## src/rtl/fmrv32im_sysreg_pkg.sv

```systemverilog
// fmrv32im system register block: shared definitions.
// Offsets, bit indices, AXI responses and FSM states.
package fmrv32im_sysreg_pkg;

  localparam logic [4:0] REG_TOHOST   = 5'h00;
  localparam logic [4:0] REG_MTIME_LO = 5'h04;
  localparam logic [4:0] REG_MTIME_HI = 5'h08;
  localparam logic [4:0] REG_MTCMP_LO = 5'h0C;
  localparam logic [4:0] REG_MTCMP_HI = 5'h10;
  localparam logic [4:0] REG_CTRL     = 5'h14;
  localparam logic [4:0] REG_STATUS   = 5'h18;

  localparam int CTRL_TMR_EN = 0;
  localparam int CTRL_IRQ_EN = 1;
  localparam int STATUS_PEND = 0;

  localparam logic [1:0] RESP_OKAY   = 2'b00;
  localparam logic [1:0] RESP_SLVERR = 2'b10;

  typedef enum logic [1:0] {
    W_IDLE,
    W_HAVE_A,
    W_HAVE_D,
    W_RESP
  } wstate_t;

  typedef enum logic {
    R_IDLE,
    R_DATA
  } rstate_t;

  function automatic logic [31:0] bmerge(
    input logic [31:0] old_v,
    input logic [31:0] new_v,
    input logic [3:0]  strb
  );
    logic [31:0] v;
    v = old_v;
    for (int i = 0; i < 4; i++)
      if (strb[i]) v[8*i +: 8] = new_v[8*i +: 8];
    return v;
  endfunction

  function automatic logic reg_hit(input logic [4:0] off);
    logic hit;
    case (off)
      REG_TOHOST, REG_MTIME_LO, REG_MTIME_HI,
      REG_MTCMP_LO, REG_MTCMP_HI,
      REG_CTRL, REG_STATUS: hit = 1'b1;
      default:              hit = 1'b0;
    endcase
    return hit;
  endfunction

endpackage

```

## src/rtl/fmrv32im_mtimer.sv

```systemverilog
// fmrv32im machine timer: 64-bit mtime, mtimecmp,
// byte-strobed loads and the sticky PEND flag.
module fmrv32im_mtimer
  import fmrv32im_sysreg_pkg::*;
(
  input  logic        i_clk,
  input  logic        i_rst,
  input  logic        i_tmr_en,
  input  logic        i_we_lo,
  input  logic        i_we_hi,
  input  logic        i_we_cmplo,
  input  logic        i_we_cmphi,
  input  logic [31:0] i_wdata,
  input  logic [3:0]  i_wstrb,
  input  logic        i_clr,
  output logic [63:0] o_mtime,
  output logic [63:0] o_mtimecmp,
  output logic        o_pend
);

  logic [63:0] r_mtime;
  logic [63:0] r_cmp;
  logic        r_pend;

  // Counter: a bus load of either half beats the increment, no carry.
  always_ff @(posedge i_clk) begin
    if (i_rst) begin
      r_mtime <= '0;
    end else if (i_we_lo) begin
      r_mtime[31:0] <= bmerge(r_mtime[31:0], i_wdata, i_wstrb);
    end else if (i_we_hi) begin
      r_mtime[63:32] <= bmerge(r_mtime[63:32], i_wdata, i_wstrb);
    end else if (i_tmr_en) begin
      r_mtime <= r_mtime + 64'd1;
    end
  end

  // Compare value, loaded bytewise from the bus.
  always_ff @(posedge i_clk) begin
    if (i_rst) begin
      r_cmp <= '0;
    end else if (i_we_cmplo) begin
      r_cmp[31:0] <= bmerge(r_cmp[31:0], i_wdata, i_wstrb);
    end else if (i_we_cmphi) begin
      r_cmp[63:32] <= bmerge(r_cmp[63:32], i_wdata, i_wstrb);
    end
  end

  // Pending flag: compare hit sets, W1C clears, set wins.
  always_ff @(posedge i_clk) begin
    if (i_rst) begin
      r_pend <= 1'b0;
    end else if (i_tmr_en && (r_mtime >= r_cmp)) begin
      r_pend <= 1'b1;
    end else if (i_clr) begin
      r_pend <= 1'b0;
    end
  end

  assign o_mtime    = r_mtime;
  assign o_mtimecmp = r_cmp;
  assign o_pend     = r_pend;

endmodule

```

## src/rtl/fmrv32im_axil_sysreg.sv

```systemverilog
// fmrv32im AXI4-Lite system registers: tohost,
// machine timer access and the timer interrupt line.
module fmrv32im_axil_sysreg
  import fmrv32im_sysreg_pkg::*;
#(
  parameter int ADDR_W  = 16,
  parameter int IRQ_BIT = 7
) (
  input  logic              CLK,
  input  logic              RST,
  input  logic [ADDR_W-1:0] S_AXI_AWADDR,
  input  logic [3:0]        S_AXI_AWCACHE,
  input  logic [2:0]        S_AXI_AWPROT,
  input  logic              S_AXI_AWVALID,
  output logic              S_AXI_AWREADY,
  input  logic [31:0]       S_AXI_WDATA,
  input  logic [3:0]        S_AXI_WSTRB,
  input  logic              S_AXI_WVALID,
  output logic              S_AXI_WREADY,
  output logic [1:0]        S_AXI_BRESP,
  output logic              S_AXI_BVALID,
  input  logic              S_AXI_BREADY,
  input  logic [ADDR_W-1:0] S_AXI_ARADDR,
  input  logic [3:0]        S_AXI_ARCACHE,
  input  logic [2:0]        S_AXI_ARPROT,
  input  logic              S_AXI_ARVALID,
  output logic              S_AXI_ARREADY,
  output logic [31:0]       S_AXI_RDATA,
  output logic [1:0]        S_AXI_RRESP,
  output logic              S_AXI_RVALID,
  input  logic              S_AXI_RREADY,
  output logic [31:0]       INTERRUPT,
  output logic              TEST_DONE,
  output logic              TEST_PASS,
  output logic [31:0]       TEST_RESULT
);

  wstate_t r_wstate, w_wnext;
  rstate_t r_rstate, w_rnext;

  logic              r_live;
  logic [ADDR_W-1:0] r_awaddr;
  logic [31:0]       r_wdata;
  logic [3:0]        r_wstrb;
  logic [1:0]        r_bresp;
  logic [31:0]       r_rdata;
  logic [1:0]        r_rresp;
  logic [31:0]       r_tohost;
  logic [31:0]       r_result;
  logic              r_done;
  logic              r_pass;
  logic              r_tmr_en;
  logic              r_irq_en;
  logic              r_irq;

  logic              w_awready, w_wready, w_bvalid;
  logic              w_wr_fire, w_ar_fire;
  logic              w_arready, w_rvalid;
  logic [ADDR_W-1:0] w_waddr;
  logic [31:0]       w_wdata;
  logic [3:0]        w_wstrb;
  logic              w_whi, w_wmapped;
  logic [4:0]        w_woff;
  logic              w_rhi, w_rmapped;
  logic [4:0]        w_roff;
  logic [31:0]       w_rdata;
  logic [31:0]       w_tohost_nx;
  logic [63:0]       w_mtime, w_mtimecmp;
  logic              w_pend;
  logic              w_unused;

  assign w_unused = ^{S_AXI_AWCACHE, S_AXI_AWPROT,
                      S_AXI_ARCACHE, S_AXI_ARPROT};

  // Ready gate: keeps all READYs low on the first cycle out of reset.
  always_ff @(posedge CLK) begin
    if (RST) r_live <= 1'b0;
    else     r_live <= 1'b1;
  end

  // Write FSM state register.
  always_ff @(posedge CLK) begin
    if (RST) r_wstate <= W_IDLE;
    else     r_wstate <= w_wnext;
  end

  // Write FSM next state, handshake outputs and commit strobe.
  always_comb begin
    w_wnext   = r_wstate;
    w_awready = 1'b0;
    w_wready  = 1'b0;
    w_bvalid  = 1'b0;
    w_wr_fire = 1'b0;
    unique case (r_wstate)
      W_IDLE: begin
        w_awready = r_live;
        w_wready  = r_live;
        if (r_live && S_AXI_AWVALID && S_AXI_WVALID) begin
          w_wr_fire = 1'b1;
          w_wnext   = W_RESP;
        end else if (r_live && S_AXI_AWVALID) begin
          w_wnext = W_HAVE_A;
        end else if (r_live && S_AXI_WVALID) begin
          w_wnext = W_HAVE_D;
        end
      end
      W_HAVE_A: begin
        w_wready = 1'b1;
        if (S_AXI_WVALID) begin
          w_wr_fire = 1'b1;
          w_wnext   = W_RESP;
        end
      end
      W_HAVE_D: begin
        w_awready = 1'b1;
        if (S_AXI_AWVALID) begin
          w_wr_fire = 1'b1;
          w_wnext   = W_RESP;
        end
      end
      W_RESP: begin
        w_bvalid = 1'b1;
        if (S_AXI_BREADY) w_wnext = W_IDLE;
      end
    endcase
  end

  // Hold whichever half of the write arrived first.
  always_ff @(posedge CLK) begin
    if (RST) begin
      r_awaddr <= '0;
      r_wdata  <= '0;
      r_wstrb  <= '0;
    end else begin
      if (w_awready && S_AXI_AWVALID) r_awaddr <= S_AXI_AWADDR;
      if (w_wready && S_AXI_WVALID) begin
        r_wdata <= S_AXI_WDATA;
        r_wstrb <= S_AXI_WSTRB;
      end
    end
  end

  assign w_waddr = (r_wstate == W_HAVE_A) ? r_awaddr : S_AXI_AWADDR;
  assign w_wdata = (r_wstate == W_HAVE_D) ? r_wdata : S_AXI_WDATA;
  assign w_wstrb = (r_wstate == W_HAVE_D) ? r_wstrb : S_AXI_WSTRB;

  assign w_whi     = (w_waddr[ADDR_W-1:5] == '0);
  assign w_woff    = w_waddr[4:0];
  assign w_wmapped = w_whi && reg_hit(w_woff);

  assign w_tohost_nx = bmerge(r_tohost, w_wdata, w_wstrb);

  // Write response captured at the commit edge.
  always_ff @(posedge CLK) begin
    if (RST)            r_bresp <= RESP_OKAY;
    else if (w_wr_fire) r_bresp <= w_wmapped ? RESP_OKAY : RESP_SLVERR;
  end

  // tohost register and sticky test status.
  always_ff @(posedge CLK) begin
    if (RST) begin
      r_tohost <= '0;
      r_result <= '0;
      r_done   <= 1'b0;
      r_pass   <= 1'b0;
    end else if (w_wr_fire && w_whi && w_woff == REG_TOHOST) begin
      r_tohost <= w_tohost_nx;
      if (w_tohost_nx != '0) begin
        r_result <= w_tohost_nx;
        r_done   <= 1'b1;
        r_pass   <= (w_tohost_nx == 32'd1);
      end
    end
  end

  // Control bits live in byte 0 only.
  always_ff @(posedge CLK) begin
    if (RST) begin
      r_tmr_en <= 1'b0;
      r_irq_en <= 1'b0;
    end else if (w_wr_fire && w_whi && w_woff == REG_CTRL
                 && w_wstrb[0]) begin
      r_tmr_en <= w_wdata[CTRL_TMR_EN];
      r_irq_en <= w_wdata[CTRL_IRQ_EN];
    end
  end

  fmrv32im_mtimer u_mtimer (
    .i_clk      (CLK),
    .i_rst      (RST),
    .i_tmr_en   (r_tmr_en),
    .i_we_lo    (w_wr_fire && w_whi && w_woff == REG_MTIME_LO),
    .i_we_hi    (w_wr_fire && w_whi && w_woff == REG_MTIME_HI),
    .i_we_cmplo (w_wr_fire && w_whi && w_woff == REG_MTCMP_LO),
    .i_we_cmphi (w_wr_fire && w_whi && w_woff == REG_MTCMP_HI),
    .i_wdata    (w_wdata),
    .i_wstrb    (w_wstrb),
    .i_clr      (w_wr_fire && w_whi && w_woff == REG_STATUS
                 && w_wstrb[0] && w_wdata[STATUS_PEND]),
    .o_mtime    (w_mtime),
    .o_mtimecmp (w_mtimecmp),
    .o_pend     (w_pend)
  );

  // Registered interrupt line.
  always_ff @(posedge CLK) begin
    if (RST) r_irq <= 1'b0;
    else     r_irq <= w_pend && r_irq_en;
  end

  // Read FSM state register.
  always_ff @(posedge CLK) begin
    if (RST) r_rstate <= R_IDLE;
    else     r_rstate <= w_rnext;
  end

  // Read FSM next state and handshake outputs.
  always_comb begin
    w_rnext   = r_rstate;
    w_arready = 1'b0;
    w_rvalid  = 1'b0;
    w_ar_fire = 1'b0;
    unique case (r_rstate)
      R_IDLE: begin
        w_arready = r_live;
        if (r_live && S_AXI_ARVALID) begin
          w_ar_fire = 1'b1;
          w_rnext   = R_DATA;
        end
      end
      R_DATA: begin
        w_rvalid = 1'b1;
        if (S_AXI_RREADY) w_rnext = R_IDLE;
      end
    endcase
  end

  assign w_rhi     = (S_AXI_ARADDR[ADDR_W-1:5] == '0);
  assign w_roff    = S_AXI_ARADDR[4:0];
  assign w_rmapped = w_rhi && reg_hit(w_roff);

  // Read mux over current (pre-edge) register values.
  always_comb begin
    w_rdata = '0;
    case (w_roff)
      REG_TOHOST:   w_rdata = r_tohost;
      REG_MTIME_LO: w_rdata = w_mtime[31:0];
      REG_MTIME_HI: w_rdata = w_mtime[63:32];
      REG_MTCMP_LO: w_rdata = w_mtimecmp[31:0];
      REG_MTCMP_HI: w_rdata = w_mtimecmp[63:32];
      REG_CTRL:     w_rdata = {30'd0, r_irq_en, r_tmr_en};
      REG_STATUS:   w_rdata = {31'd0, w_pend};
      default:      w_rdata = '0;
    endcase
    if (!w_rhi) w_rdata = '0;
  end

  // Read data captured at the AR handshake edge.
  always_ff @(posedge CLK) begin
    if (RST) begin
      r_rdata <= '0;
      r_rresp <= RESP_OKAY;
    end else if (w_ar_fire) begin
      r_rdata <= w_rdata;
      r_rresp <= w_rmapped ? RESP_OKAY : RESP_SLVERR;
    end
  end

  assign S_AXI_AWREADY = w_awready;
  assign S_AXI_WREADY  = w_wready;
  assign S_AXI_BVALID  = w_bvalid;
  assign S_AXI_BRESP   = r_bresp;
  assign S_AXI_ARREADY = w_arready;
  assign S_AXI_RVALID  = w_rvalid;
  assign S_AXI_RDATA   = r_rdata;
  assign S_AXI_RRESP   = r_rresp;
  assign INTERRUPT     = 32'(r_irq) << IRQ_BIT;
  assign TEST_DONE     = r_done;
  assign TEST_PASS     = r_pass;
  assign TEST_RESULT   = r_result;

endmodule
```

## config.mk

```make
export PLATFORM = sky130hd
export DESIGN_NAME = fmrv32im_axil_sysreg
export DESIGN_NICKNAME = d
export VERILOG_FILES = /design/src/rtl/fmrv32im_sysreg_pkg.sv /design/src/rtl/fmrv32im_mtimer.sv /design/src/rtl/fmrv32im_axil_sysreg.sv
export SDC_FILE = /design/constraint.sdc
export NUM_CORES = 1
export LEC_CHECK = 0
export ABC_AREA = 1
export BUFFER_PORTS_ARGS = -buffer_cell sky130_fd_sc_hd__buf_4
export CAP_MARGIN = 10
export CELL_PAD_IN_SITES_DETAIL_PLACEMENT = 2
export CELL_PAD_IN_SITES_GLOBAL_PLACEMENT = 2
export CORE_ASPECT_RATIO = 1.4
export CORE_UTILIZATION = 35
export DETAILED_ROUTE_END_ITERATION = 7
export PLACE_DENSITY_LB_ADDON = 0.1
export SLEW_MARGIN = 20
export SYNTH_ARGS = -nofsm -noshare
export SYNTH_HDL_FRONTEND = slang
export SYNTH_SLANG_ARGS = --single-unit
export TNS_END_PERCENT = 50
```

## constraint.sdc

```tcl
create_clock -name CLK -period 3.8 [get_ports CLK]
set_clock_uncertainty 0.15 [all_clocks]
set_input_delay 0.95 -clock CLK [delete_from_list [all_inputs] [get_ports CLK]]
set_output_delay 0.95 -clock CLK [all_outputs]
set_load 0.02 [all_outputs]
```

Word-level counts from Yosys, hierarchy flattened
Cells that the tools add are included.
{ "totals": {"input_bits": 89, "regBits": 290, "output_inout_bits": 107} }
{ "classes": {"reduce_logical": 50, "n_mux": 44, "addsub": 1, "n_eq_ne": 29, "magnitude_cmp": 1, "n_bitwise": 3} }
{ "op_table": {"columns": ["operator", "n"], "rows": [
  ["one-hot mux 32 bit (7 select lines)", 1],
  ["2-to-1 mux 32 bit", 5],
  ["adder 64 x 1 -> 64 bit, second input constant", 1],
  ["greater-or-equal comparator 64 bit", 1],
  ["2-to-1 mux 64 bit", 1],
  ["2-to-1 mux 8 bit", 8],
  ["AND reduction 3 bit", 12],
  ["== test 32 x 1 -> 1 bit, second input constant", 1],
  ["nonzero test 32 bit", 1],
  ["== test 5 bit, second input constant", 6],
  ["zero test 11 bit", 2],
  ["inequality test 2 bit, second input constant", 11],
  ["logical AND 1 bit", 21],
  ["== test 5 x 4 -> 1 bit, second input constant", 4],
  ["2-to-1 mux 16 bit", 1],
  ["2-to-1 mux 2 bit", 8],
  ["2-to-1 mux 1 bit", 14],
  ["OR reduction 7 bit", 2],
  ["== test 5 x 3 -> 1 bit, second input constant", 2],
  ["zero test 5 bit", 2],
  ["AND reduction 2 bit", 5],
  ["one-hot mux 2 bit (4 select lines)", 1],
  ["one-hot mux 1 bit (2 select lines)", 3],
  ["nonzero test 2 bit", 3],
  ["other kinds (9)", 12]
]} }

Longest topological paths before layout
Gate-level depths: netlist (run 1).
{ "logic_depth": {"ltp_word": 10, "depth_mapped": 19, "depth_no_buf": 16} }

By module
A second synthesis (run 1) with hierarchy kept.
{ "hier_totals": {"cells_unflattened": 2764, "hier_area_um2": 17732.0} }
{ "by_module_without_submodules": {"columns": ["mod", "seq_area_each_um2", "area_each_um2", "instances", "cells_each"], "rows": [
  ["fmrv32im_axil_sysreg", 3183.1, 8911.0, 1, 1380],
  ["fmrv32im_mtimer", 2582.5, 8821.0, 1, 1384]
]} }

Worst setup path after synthesis (run 1)
No wires, ideal clock.
{ "synth_timing": {"path_type": "in2reg", "startpoint": "in S_AXI_AWADDR[9]", "endpoint": "reg u_mtimer.r_cmp[38] (netlist: u_mtimer.o_mtimecmp[38])", "setup_slack_ns": 1.196, "required_ns": 3.522, "t_arrival_ns": 2.327, "path_stages": 11, "n_path_buf": 1, "path_cell_list": "nor2_1 > nand3_1 > nor2_1 > nand2_1 > nand2_1 > nand2_2 > nor3_2 > nand2_1 > clkbuf_1 > o21ai_0 > a21oi_1"} }
{ "synth_between": {"elab_chain_len": 6, "word_cells_on_any_way": 7, "classes_between": "1 x mux; 1 x bitwise; 5 x reduce/logical"} }
{ "synth_rtl": {"columns": ["element", "line", "text"], "rows": [
  ["start, declared", "fmrv32im_axil_sysreg.sv:11", "input logic [ADDR_W-1:0] S_AXI_AWADDR,"],
  ["2-to-1 mux 16 bit *", "fmrv32im_axil_sysreg.sv:143", "assign w_waddr = (r_wstate == W_HAVE_A) ? r_awaddr : S_AXI_AWADDR;"],
  ["zero test 11 bit *", "fmrv32im_axil_sysreg.sv:147", "assign w_whi = (w_waddr[ADDR_W-1:5] == '0);"],
  ["logical AND 1 bit *", "fmrv32im_axil_sysreg.sv:194, fmrv32im_axil_sysreg.sv:195", null],
  ["logical AND 1 bit", "fmrv32im_axil_sysreg.sv:194", ".i_we_cmplo (w_wr_fire && w_whi && w_woff == REG_MTCMP_LO),"],
  ["inverter 1 bit (no source line)", null, null],
  ["AND reduction 3 bit (no source line) *", null, null],
  ["end signal, assigned", "fmrv32im_mtimer.sv:45", "r_cmp[63:32] <= bmerge(r_cmp[63:32], i_wdata, i_wstrb);"],
  ["end, declared", "fmrv32im_mtimer.sv:22", "logic [63:0] r_cmp;"]
]} }
Every way passes the cells marked *; elsewhere a longest branch is shown, timed or not.
A chain may end at the register's enable or synchronous reset.

Worst setup path in the final report (run 1)
{ "layout_timing": {"startpoint": "reg r_wstate[0]", "endpoint": "reg r_result[18] (netlist: TEST_RESULT[18])"} }
{ "layout_between": {"elab_chain_len": 6, "word_cells_on_any_way": 17, "classes_between": "2 x eq/ne; 8 x mux; 7 x reduce/logical"} }
{ "layout_rtl": {"columns": ["element", "line", "text"], "rows": [
  ["start, declared", "fmrv32im_axil_sysreg.sv:38", "wstate_t r_wstate, w_wnext;"],
  ["start signal, assigned", "fmrv32im_axil_sysreg.sv:84", "else r_wstate <= w_wnext;"],
  ["parallel branches: the longest is 6 deep, another holds 2-to-1 mux 32 bit", null, null],
  ["end signal, assigned", "fmrv32im_axil_sysreg.sv:169", "r_result <= w_tohost_nx;"],
  ["end, declared", "fmrv32im_axil_sysreg.sv:49", "logic [31:0] r_result;"]
]} }
Parallel ways; which one is timed is not known.

==> impl_metrics.csv, run 1 <==
group,metric,value,unit
outcome,outcome,"finished, final reports clean",
grt,grt_overflow_total,0,
die,io_pins,196,
finish,fill_cells,6027,
grt,grt_pass1_wl,133000,um
pwr,ir_worst_vdd,0.000467,V
setup_path,arrival,3.87,ns
die,die_y,266,um
grt,grt_pass1_vias,21735,
clock_tree,cts_hold_buffers,0,
route,drt_first_iter_violations,920,
route,detail-route-antenna-nets,0,
finish,multiInputGateArea,0.00979,mm2
grt,grt_max_degree,98,
die,die-area,0.0506,mm2
setup_path,path_max_fanout,31,
die,dieWidth,190,um
clock_tree,insertion_delay,0.57,ns
clock_tree,cts.clk_slew.worst_paths,0.06,ns
clock_tree,clk_path_buf_depth,3,
clock_tree,clock-sinks,288,
placed_design,place_congestion,1.00,
clock_tree,clockRootBuffer,"clkbuf_16",
min_path,hp-class,"reg -> reg",
finish,drive_gt1_share,10.4,%
placed_design,dp_worst_setup_slack,0.111,ns
sta,layout_setup_ws,0.259,ns
pwr,pwr_density_cell,469,mW/mm2
setup_path,crit_required,4.13,ns
sta,drv_slew,0,
synth,yosysSeqAreaShare,33.1,%
route,drt-total-wl,89500,um
route,viasPerCell,5.54,
sta,hold_viol_final,0,
die,coreArea,0.0490,mm2
die,start_util,35.5,%
synth,synth_edf_count,0,
setup_path,worst-setup-path-type,"reg -> reg",
finish,final_cell_mix,"765 x nand2_1, 329 x inv_1, 319 x nor2_1, 288 x dfxtp_1, 250 x a21oi_1",
synth,syn_area,0.0174,mm2
synth,ys_async_sr_fraction,0,%
sta,min_period,3.54,ns
placed_design,port_buffers,148,
grt,antenna_found_initial,1,
placed_design,dp_hpwl,69600,um
sta,report.final.setup_viol,0,
pwr,power_leakage,8.96,nW
setup_path,startpoint_type,"flop",
finish,nNetsFinal,3064,
clock_tree,cts_buffers,35,
route,wl_per_cell,25.1,um
route,vias,19776,
synth,ys_types,47,
grt,grt_usage,35.2,%
route,firstDrtPassIters,5,
synth,synth_flop_cell,"dfxtp_1",
finish,final_common_cell,"nand2_1",
finish,seq_area,0.00577,mm2
run,max_cap_viol_count,0,
clock_tree,cts.htree.levels,2,
sta,tightest_slew,0.986,ns
clock_tree,cts_setup_buffers,0,
clock_tree,cts_tree,"built",
sta,fmax,0.282,GHz
sta,rsz0062_at_grt,"false",
synth,synth-seq-cells,288,
finish,synthToLayoutAreaGrowth,18.0,%
sta,tns,0,ns
clock_tree,post_cts_resized,0,
synth,synth_warnings,0,
sta,min_period_over_period,93.2,%
sta,maxSlewHeadroom,34.2,%
synth,synth_cells,2765,
synth,syn_area_per_cell,6.30,um2
route,drc_errors,0,
setup_path,end_kind,"flop",
die,core.rowCount,96,
==> critical path, stage by stage, from the launching register on <==
cell and delay [ns]:
dfxtp_1 0.38, inv_1 0.10, ha_1 0.34, inv_2 0.28
buf_4 0.26, nand2_1 0.09, nand2_1 0.27, nand2_1 0.22
nand2_1 0.17, nand2_1 0.08, nor2_1 0.12, nand2_1 0.06
nor2_1 0.18, nand2_1 0.11, nand2_1 0.09, buf_6 0.27
nand2_1 0.11, a21oi_1 0.17
==> layer usage <==
metal	GRT usage [%]	routed length, um	up-vias
met5	0	0	-
met4	21.4	5760	0
met3	4.14	3470	232
met2	63.6	45800	521
met1	38.9	34400	9851
li1	-	-	9172
==> worst paths after layout <==
| check | start | end | slack, ns | cells after the start |
|---|---|---|---|---|
| hold / removal | r_wdata[9] | r_wdata[9] | 0.31 | 2 |
| setup / recovery | r_wstate[0] | TEST_RESULT[18] | 0.26 | 17 |
| setup reg to reg | r_wstate[0] | TEST_RESULT[18] | 0.26 | 17 |
| hold reg to reg | r_wdata[9] | r_wdata[9] | 0.31 | 2 |
==> flip-flops by register name, summed over array words and instances (netlist names), 2 cells and up <==
name                 flops
S_AXI_RDATA             32
TEST_RESULT             32
r_awaddr                16
r_tohost                32
r_wdata                 32
r_wstate                 2
r_wstrb                  4
u_mtimer.o_mtime        64
u_mtimer.o_mtimecmp     64
==> stage by stage <==
step                      utilization (%)  cells  hold WS (ns)  area (um2)  power (mW)
after CTS                            41.9   3567         0.308       20500        9.66
after detailed placement             39.3   3505         0.299       19300        5.91
after global placement               39.3   3505         0.287       19300        5.77
after global routing                 41.9   3567         0.326       20500        10.0
final                                41.9   3568         0.307       20500        9.63
after floorplan                         -   2797         0.274       17500        4.83
==> cells in the mapped netlist (2+ instances only) <==
master    count  share of area, %
nor4_1        3              0.11
nand3b_1     15              0.65
nor3b_1       3              0.13
nand4_1      46               1.7
inv_2         4             0.086
ha_1         70               5.0
a31oi_1       2             0.072
o211ai_1      2             0.086
o221ai_1     31               1.6
nor3_2        2              0.11
o21ai_0     227               6.5
nor2_1      320               6.9
buf_2        18              0.52
nor3_1       31              0.89
buf_1         4             0.086
o21ai_1       3             0.086
nand3_1     129               3.7
inv_1       330               7.1
o22ai_1      35               1.3
nand2_1     770                17
o31ai_1       2             0.086
nand2_2       9              0.32
buf_4        47               2.0
a211oi_1      3              0.13
clkbuf_1     72               1.6
xor2_1       25               1.3
nand3_2       2              0.11
dfxtp_1     288                33
nor2_2        2             0.072
o21a_1        2             0.086
and2_1        3              0.11
a21oi_1     250               7.2
==> area by class of cell <==
type                            count  area share [%]
Multi-Input combinational cell   2031            47.7
Sequential cell                   288            28.1
Clock inverter                     16            1.07
Timing Repair Buffer              213            8.19
Inverter                          336            6.16
Tap cell                          637            3.88
Antenna cell                        1          0.0122
Clock buffer                       46            4.96
==> report_power, final <==
group          internal, mW  leakage (nW)  switching [mW]
clock network          2.23         0.621            1.47
logic                 0.636          6.01            2.05
registers              3.17          2.33          0.0714
==> cells by family after synthesis <==
group	count (synthesis)	share of synthesized area, %
simple gates	1340	31.6
compound gates	563	17.5
buf+inv	478	11.5
flops	288	33.1
fa+ha+maj	70	5.03
xor+xnor	25	1.26
other cells	1	0.0215
No activity file was read; power rests on OpenSTA's default activity.
==> inputs of run 2 (changes only) <==
- ABC_AREA: 1 -> not set
- CORE_UTILIZATION: 35 -> 38
==> impl_metrics.csv, run 2 <==
group,metric,value,unit
outcome,outcome,"finished, final reports clean",
sta,maxSlewHeadroom,20.3,%
sta,rsz0062_at_grt,"false",
grt,grt_overflow_total,0,
synth,ys_types,94,
setup_path,startpoint_type,"flop",
grt,grt_max_degree,121,
synth,ys_async_sr_fraction,0,%
clock_tree,insertion_delay,0.53,ns
sta,report.final.setup_viol,0,
synth,synth-compound-area-share,21.6,%
die,dieWidth,177,um
synth,synth_common_cells,"288 x dfxtp_1, 251 x nor2_1, 214 x a21oi_1",
grt,grt_pass1_vias,17777,
synth,yosysMostFrequentCell,"dfxtp_1",
grt,met2_usage,56.0,%
die,die_y,247,um
clock_tree,cts_tree,"built",
sta,hold_viol_final,0,
die,die-area,0.0438,mm2
synth,synth_warnings,0,
sta,min_period,3.64,ns
synth,synth-seq-cells,288,
grt,grtUsageMet1,38.3,%
synth,synth_top_area_share,35.3,%
grt,grt_usage,31.8,%
route,wl_per_cell,25.6,um
grt,top_usage_layer,"met2",
placed_design,dp_hpwl,51800,um
pwr,pwr_density_cell,446,mW/mm2
route,viasPerCell,6.05,
setup_path,worst-setup-path-type,"reg -> reg",
grt,grt_pass1_wl,106000,um
synth,synth_top_family_by_area,"simple AND/OR/NAND/NOR gates",
clock_tree,clockRootBuffer,"clkbuf_16",
synth,synth_area_leaders,"dfxtp_1 35%, a21oi_1 6.6%, nor2_1 5.8%",
sta,tns,0,ns
grt,antenna_found_initial,0,
synth,synth_cells,1990,
setup_path,path_max_fanout,8,
synth,synth_flop_cell,"dfxtp_1",
synth,synth_xor_area_share,0.429,%
run,max_cap_viol_count,0,
synth,yosys.area_share.simple,21.7,%
synth,synth_top_cell_by_area,"dfxtp_1",
die,coreArea,0.0422,mm2
route,drt_first_iter_violations,922,
route,drc_errors,0,
synth,synth.area.mux_share,8.82,%
clock_tree,cts.htree.levels,2,
placed_design,port_buffers,148,
die,io_pins,196,
finish,final_cell_mix,"288 x dfxtp_1, 251 x nor2_1, 244 x buf_4, 213 x a21oi_1, 212 x nand2_1",
finish,final_common_cell,"dfxtp_1",
setup_path,arrival,3.90,ns
grt,met3_usage,3.78,%
sta,min_period_over_period,95.9,%
sta,fmax,0.274,GHz
finish,drive_gt1_share,18.8,%
finish,diodes,0,
clock_tree,clk_path_buf_depth,3,
synth,yosysSeqAreaShare,35.3,%
clock_tree,cts.clk_slew.worst_paths,0.06,ns
setup_path,end_kind,"flop",
finish,fill_cells,4768,
finish,fin_util,46.4,%
sta,drv_slew,0,
clock_tree,cts_buffers,34,
route,detail-route-antenna-nets,0,
die,core.rowCount,89,
sta,tightest_slew,1.17,ns
finish,nNetsFinal,2314,
min_path,hp-class,"reg -> reg",
placed_design,place_congestion,0.907,
setup_path,crit_required,4.06,ns
synth,syn_area,0.0163,mm2
clock_tree,clock-sinks,288,
synth,syn_area_per_cell,8.20,um2
pwr,ir_worst_vdd,0.000350,V
route,drt-total-wl,69700,um
synth,synthAdderAreaFrac,5.37,%
route,vias,16499,
finish,synthToLayoutAreaGrowth,20.0,%
synth,synth_edf_count,0,
die,start_util,38.7,%
route,firstDrtPassIters,5,
pwr,power_leakage,7.18,nW
-- run 2: cell types whose count changed in the layout (fill, tap and decap cells not counted), sizes merged, moves of 31 or more --
cell / delta
a211oi: +67
a21oi: -35
a22oi: +38
buf: +39
inv: -251
mux2i: +43
mux4: +31
nand2: -567
nand3: -86
nor2: -71
o21ai: -159
-- run 2: kinds of logic (layout without fill, tap and decap cells) --
logic type                 Yosys count  in the layout
buffers and inverters              240            399
adders and majority gates           70             70
AOI/OAI and AO/OA                  540            540
xor gates and xnor gates             8              8
other                                1             33
and+or+nand+nor                    742            742
DFF                                288            288
muxes                              101            101
-- run 2: routing by layer --
layer  share of wire, %  up-vias
li1                   -     7509
met1                 41     8399
met2                 50      455
met3                4.4      136
met4                4.3        0
met5                  0        -
-- run 2: worst max-delay path: stages (launching register included) --
cell	delay, ns
dfxtp_1	0.52
ha_1	0.30
a2111oi_0	0.37
o31ai_1	0.21
a2111oi_0	1.05
buf_4	0.25
o31ai_1	0.08
a21boi_0	0.33
buf_4	0.19
o22ai_1	0.07
-- run 2: worst paths after layout --
check | startpoint | endpoint | slack, ns | cells past startpoint
setup / recovery | u_mtimer.o_mtime[1] | u_mtimer.o_pend | 0.16 | 9
hold / removal | S_AXI_RDATA[0] | S_AXI_RDATA[0] | 0.30 | 2
hold reg to reg | S_AXI_RDATA[0] | S_AXI_RDATA[0] | 0.30 | 2
setup reg to reg | u_mtimer.o_mtime[1] | u_mtimer.o_pend | 0.16 | 9
-- run 2: through the flow --
| stage | setup WS (ns) | hold WS, ns | cells | power [mW] | cell area (um2) |
|---|---|---|---|---|---|
| after CTS | 0.0328 | 0.306 | 2727 | 8.77 | 19600 |
| after detailed placement | 0.0169 | 0.296 | 2665 | 5.22 | 18400 |
| final | 0.156 | 0.302 | 2727 | 8.75 | 19600 |
| after global placement | 0.140 | 0.288 | 2665 | 5.15 | 18400 |
| after floorplan | 0.533 | 0.283 | 2022 | 4.41 | 16400 |
| after global routing | 0.0390 | 0.334 | 2727 | 9.04 | 19600 |
-- run 2: timing repair --
item,CTS,global route
hold buffers,0,0
endpoints found under the setup margin,0,16
buffers inserted,0,0
resized for setup,0,4
-- run 2: cell type report --
cell class / instances / area [um2] / share of cell area, %
clock buffers: 47 / 1030 / 5.28
well taps: 546 / 683 / 3.49
multi-input cells: 1494 / 9620 / 49.1
repair buffers: 253 / 2010 / 10.2
clock inverters: 15 / 161 / 0.824
inverters: 84 / 315 / 1.61
flip-flops and latches: 288 / 5770 / 29.4
-- run 2: power breakdown --
| group | leakage [nW] | internal, mW | switching [mW] |
|---|---|---|---|
| sequential | 2.33 | 3.13 | 0.0873 |
| combinational | 4.27 | 0.678 | 1.31 |
| clock | 0.588 | 2.11 | 1.43 |
| total | 7.18 | 5.92 | 2.83 |
==> inputs of run 3 (changes only) <==
--- a/config.mk
+++ b/config.mk
@@ -8,3 +8,3 @@
 export BUFFER_PORTS_ARGS = -buffer_cell sky130_fd_sc_hd__buf_4
-export CAP_MARGIN = 10
+export CAP_MARGIN = 20
 export CELL_PAD_IN_SITES_DETAIL_PLACEMENT = 2
==> constraint.sdc (replaced) <==
create_clock -name CLK -period 3.8 [get_ports CLK]
set_clock_uncertainty 0.15 [all_clocks]
set_input_delay 1.14 -clock CLK [delete_from_list [all_inputs] [get_ports CLK]]
set_output_delay 1.14 -clock CLK [all_outputs]
set_load 0.02 [all_outputs]
==> impl_metrics.csv, run 3 (synthesized netlist as in run 2, its figures left out) <==
group,metric,value,unit
setup_path,startpoint_type,"flop",
die,start_util,38.7,%
setup_path,end_kind,"flop",
sta,min_period,3.61,ns
finish,nNetsFinal,2339,
outcome,outcome,"finished, final reports clean",
clock_tree,cts.clk_slew.worst_paths,0.06,ns
min_path,hp-class,"reg -> reg",
sta,fmax,0.277,GHz
pwr,pwr_density_cell,445,mW/mm2
setup_path,arrival,3.92,ns
pwr,power_leakage,7.29,nW
clock_tree,cts_buffers,34,
pwr,finalPower,8.79,mW
route,detail-route-antenna-nets,0,
setup_path,path_max_fanout,10,
setup_path,worst-setup-path-type,"reg -> reg",
sta,hold_viol_final,0,
route,viasPerCell,6.13,
clock_tree,insertion_delay,0.54,ns
finish,diodes,0,
route,drt-total-wl,70300,um
sta,report.final.setup_viol,0,
finish,final_common_cell,"dfxtp_1",
finish,fin_util,46.8,%
grt,grt_pass1_wl,108000,um
sta,min_period_over_period,95.0,%
die,io_pins,196,
finish,drive_gt1_share,19.3,%
route,vias,16866,
die,coreArea,0.0422,mm2
clock_tree,cts_tree,"built",
setup_path,crit_required,4.11,ns
route,wl_per_cell,25.5,um
finish,final_cell_mix,"288 x dfxtp_1, 269 x buf_4, 251 x nor2_1, 213 x a21oi_1, 212 x nand2_1",
placed_design,place_congestion,0.901,
clock_tree,cts.htree.levels,2,
route,firstDrtPassIters,5,
sta,tightest_slew,0.910,ns
grt,grt_pass1_vias,18108,
sta,maxSlewHeadroom,37.6,%
die,die-area,0.0438,mm2
placed_design,port_buffers,148,
placed_design,dp_hpwl,53000,um
die,die_y,247,um
clock_tree,clk_path_buf_depth,3,
finish,synthToLayoutAreaGrowth,21.1,%
clock_tree,cts_setup_buffers,0,
clock_tree,cts_hold_buffers,0,
pwr,ir_worst_vdd,0.000314,V
route,drt_first_iter_violations,999,
sta,drv_slew,0,
finish,final_cells,2752,
route,drc_errors,0,
grt,grt_max_degree,97,
sta,finalHoldWorstSlack,0.305,ns
grt,grt_usage,32.4,%
die,core.rowCount,89,
placed_design,dp.cells,2690,
grt,antenna_found_initial,1,
clock_tree,clockRootBuffer,"clkbuf_16",
clock_tree,clock-sinks,288,
sta,rsz0062_at_grt,"false",
grt,grt_overflow_total,0,
run,max_cap_viol_count,0,
die,dieWidth,177,um
==> run 3: critical path: stages (launching register included) <==
cell and delay, ns:
dfxtp_1 0.41, inv_1 0.11, ha_1 0.33, buf_4 0.23
and3b_1 0.20, o22ai_1 0.47, a2111o_1 0.25, nand3_1 0.34
or2_1 0.38, or4_1 0.49, a31oi_1 0.19
==> run 3: path summary, 6_finish.rpt <==
| path | to | slack (ns) | depth (start not counted) | start |
|---|---|---|---|---|
| worst max-delay path | u_mtimer.o_mtime[24] | 0.19 | 10 | r_wstate[1] |
| worst min-delay path | r_wdata[8] | 0.30 | 2 | r_wdata[8] |
| worst max register to register | u_mtimer.o_mtime[24] | 0.19 | 10 | r_wstate[1] |
| worst min register to register | r_wdata[8] | 0.30 | 2 | r_wdata[8] |
==> run 3: area by class of cell <==
| cell class | count | area [um2] |
|---|---|---|
| Sequential cell | 288 | 5770 |
| Clock inverter | 9 | 145 |
| Tap cell | 546 | 683 |
| Multi-Input combinational cell | 1494 | 9620 |
| Fill cell | 4771 | 22400 |
| Inverter | 84 | 315 |
| Clock buffer | 53 | 1050 |
| Timing Repair Buffer | 278 | 2190 |
==> run 3: what timing repair did <==
item / CTS / global route
pin swaps: 0 / 0
gates resized for setup: 1 / 1
setup endpoints to repair: 1 / 3
==> run 3: layer usage <==
layer	track usage (%)	part of all wire (%)	up-vias
li1	-	-	7579
met1	39.2	41	8576
met2	56.0	50	555
met3	3.63	4.7	156
met4	16.9	5.0	0
met5	0	0	-
==> run 3: through the flow <==
stage          setup WS (ns)  setup TNS [ns]  instance area [um2]
2_1_floorplan          0.343               0                16400
3_3_place_gp         -0.0230         -0.0230                18600
3_5_place_dp          -0.118          -0.343                18600
4_1_cts                0.147               0                19800
5_1_grt               0.0206               0                19800
6_report               0.191               0                19800
==> run 3: where the power goes <==
part / leakage (nW) / switching (mW) / internal, mW
combinational: 4.38 / 1.31 / 0.696
clock: 0.587 / 1.41 / 2.17
sequential: 2.33 / 0.0857 / 3.13
total: 7.29 / 2.80 / 5.99
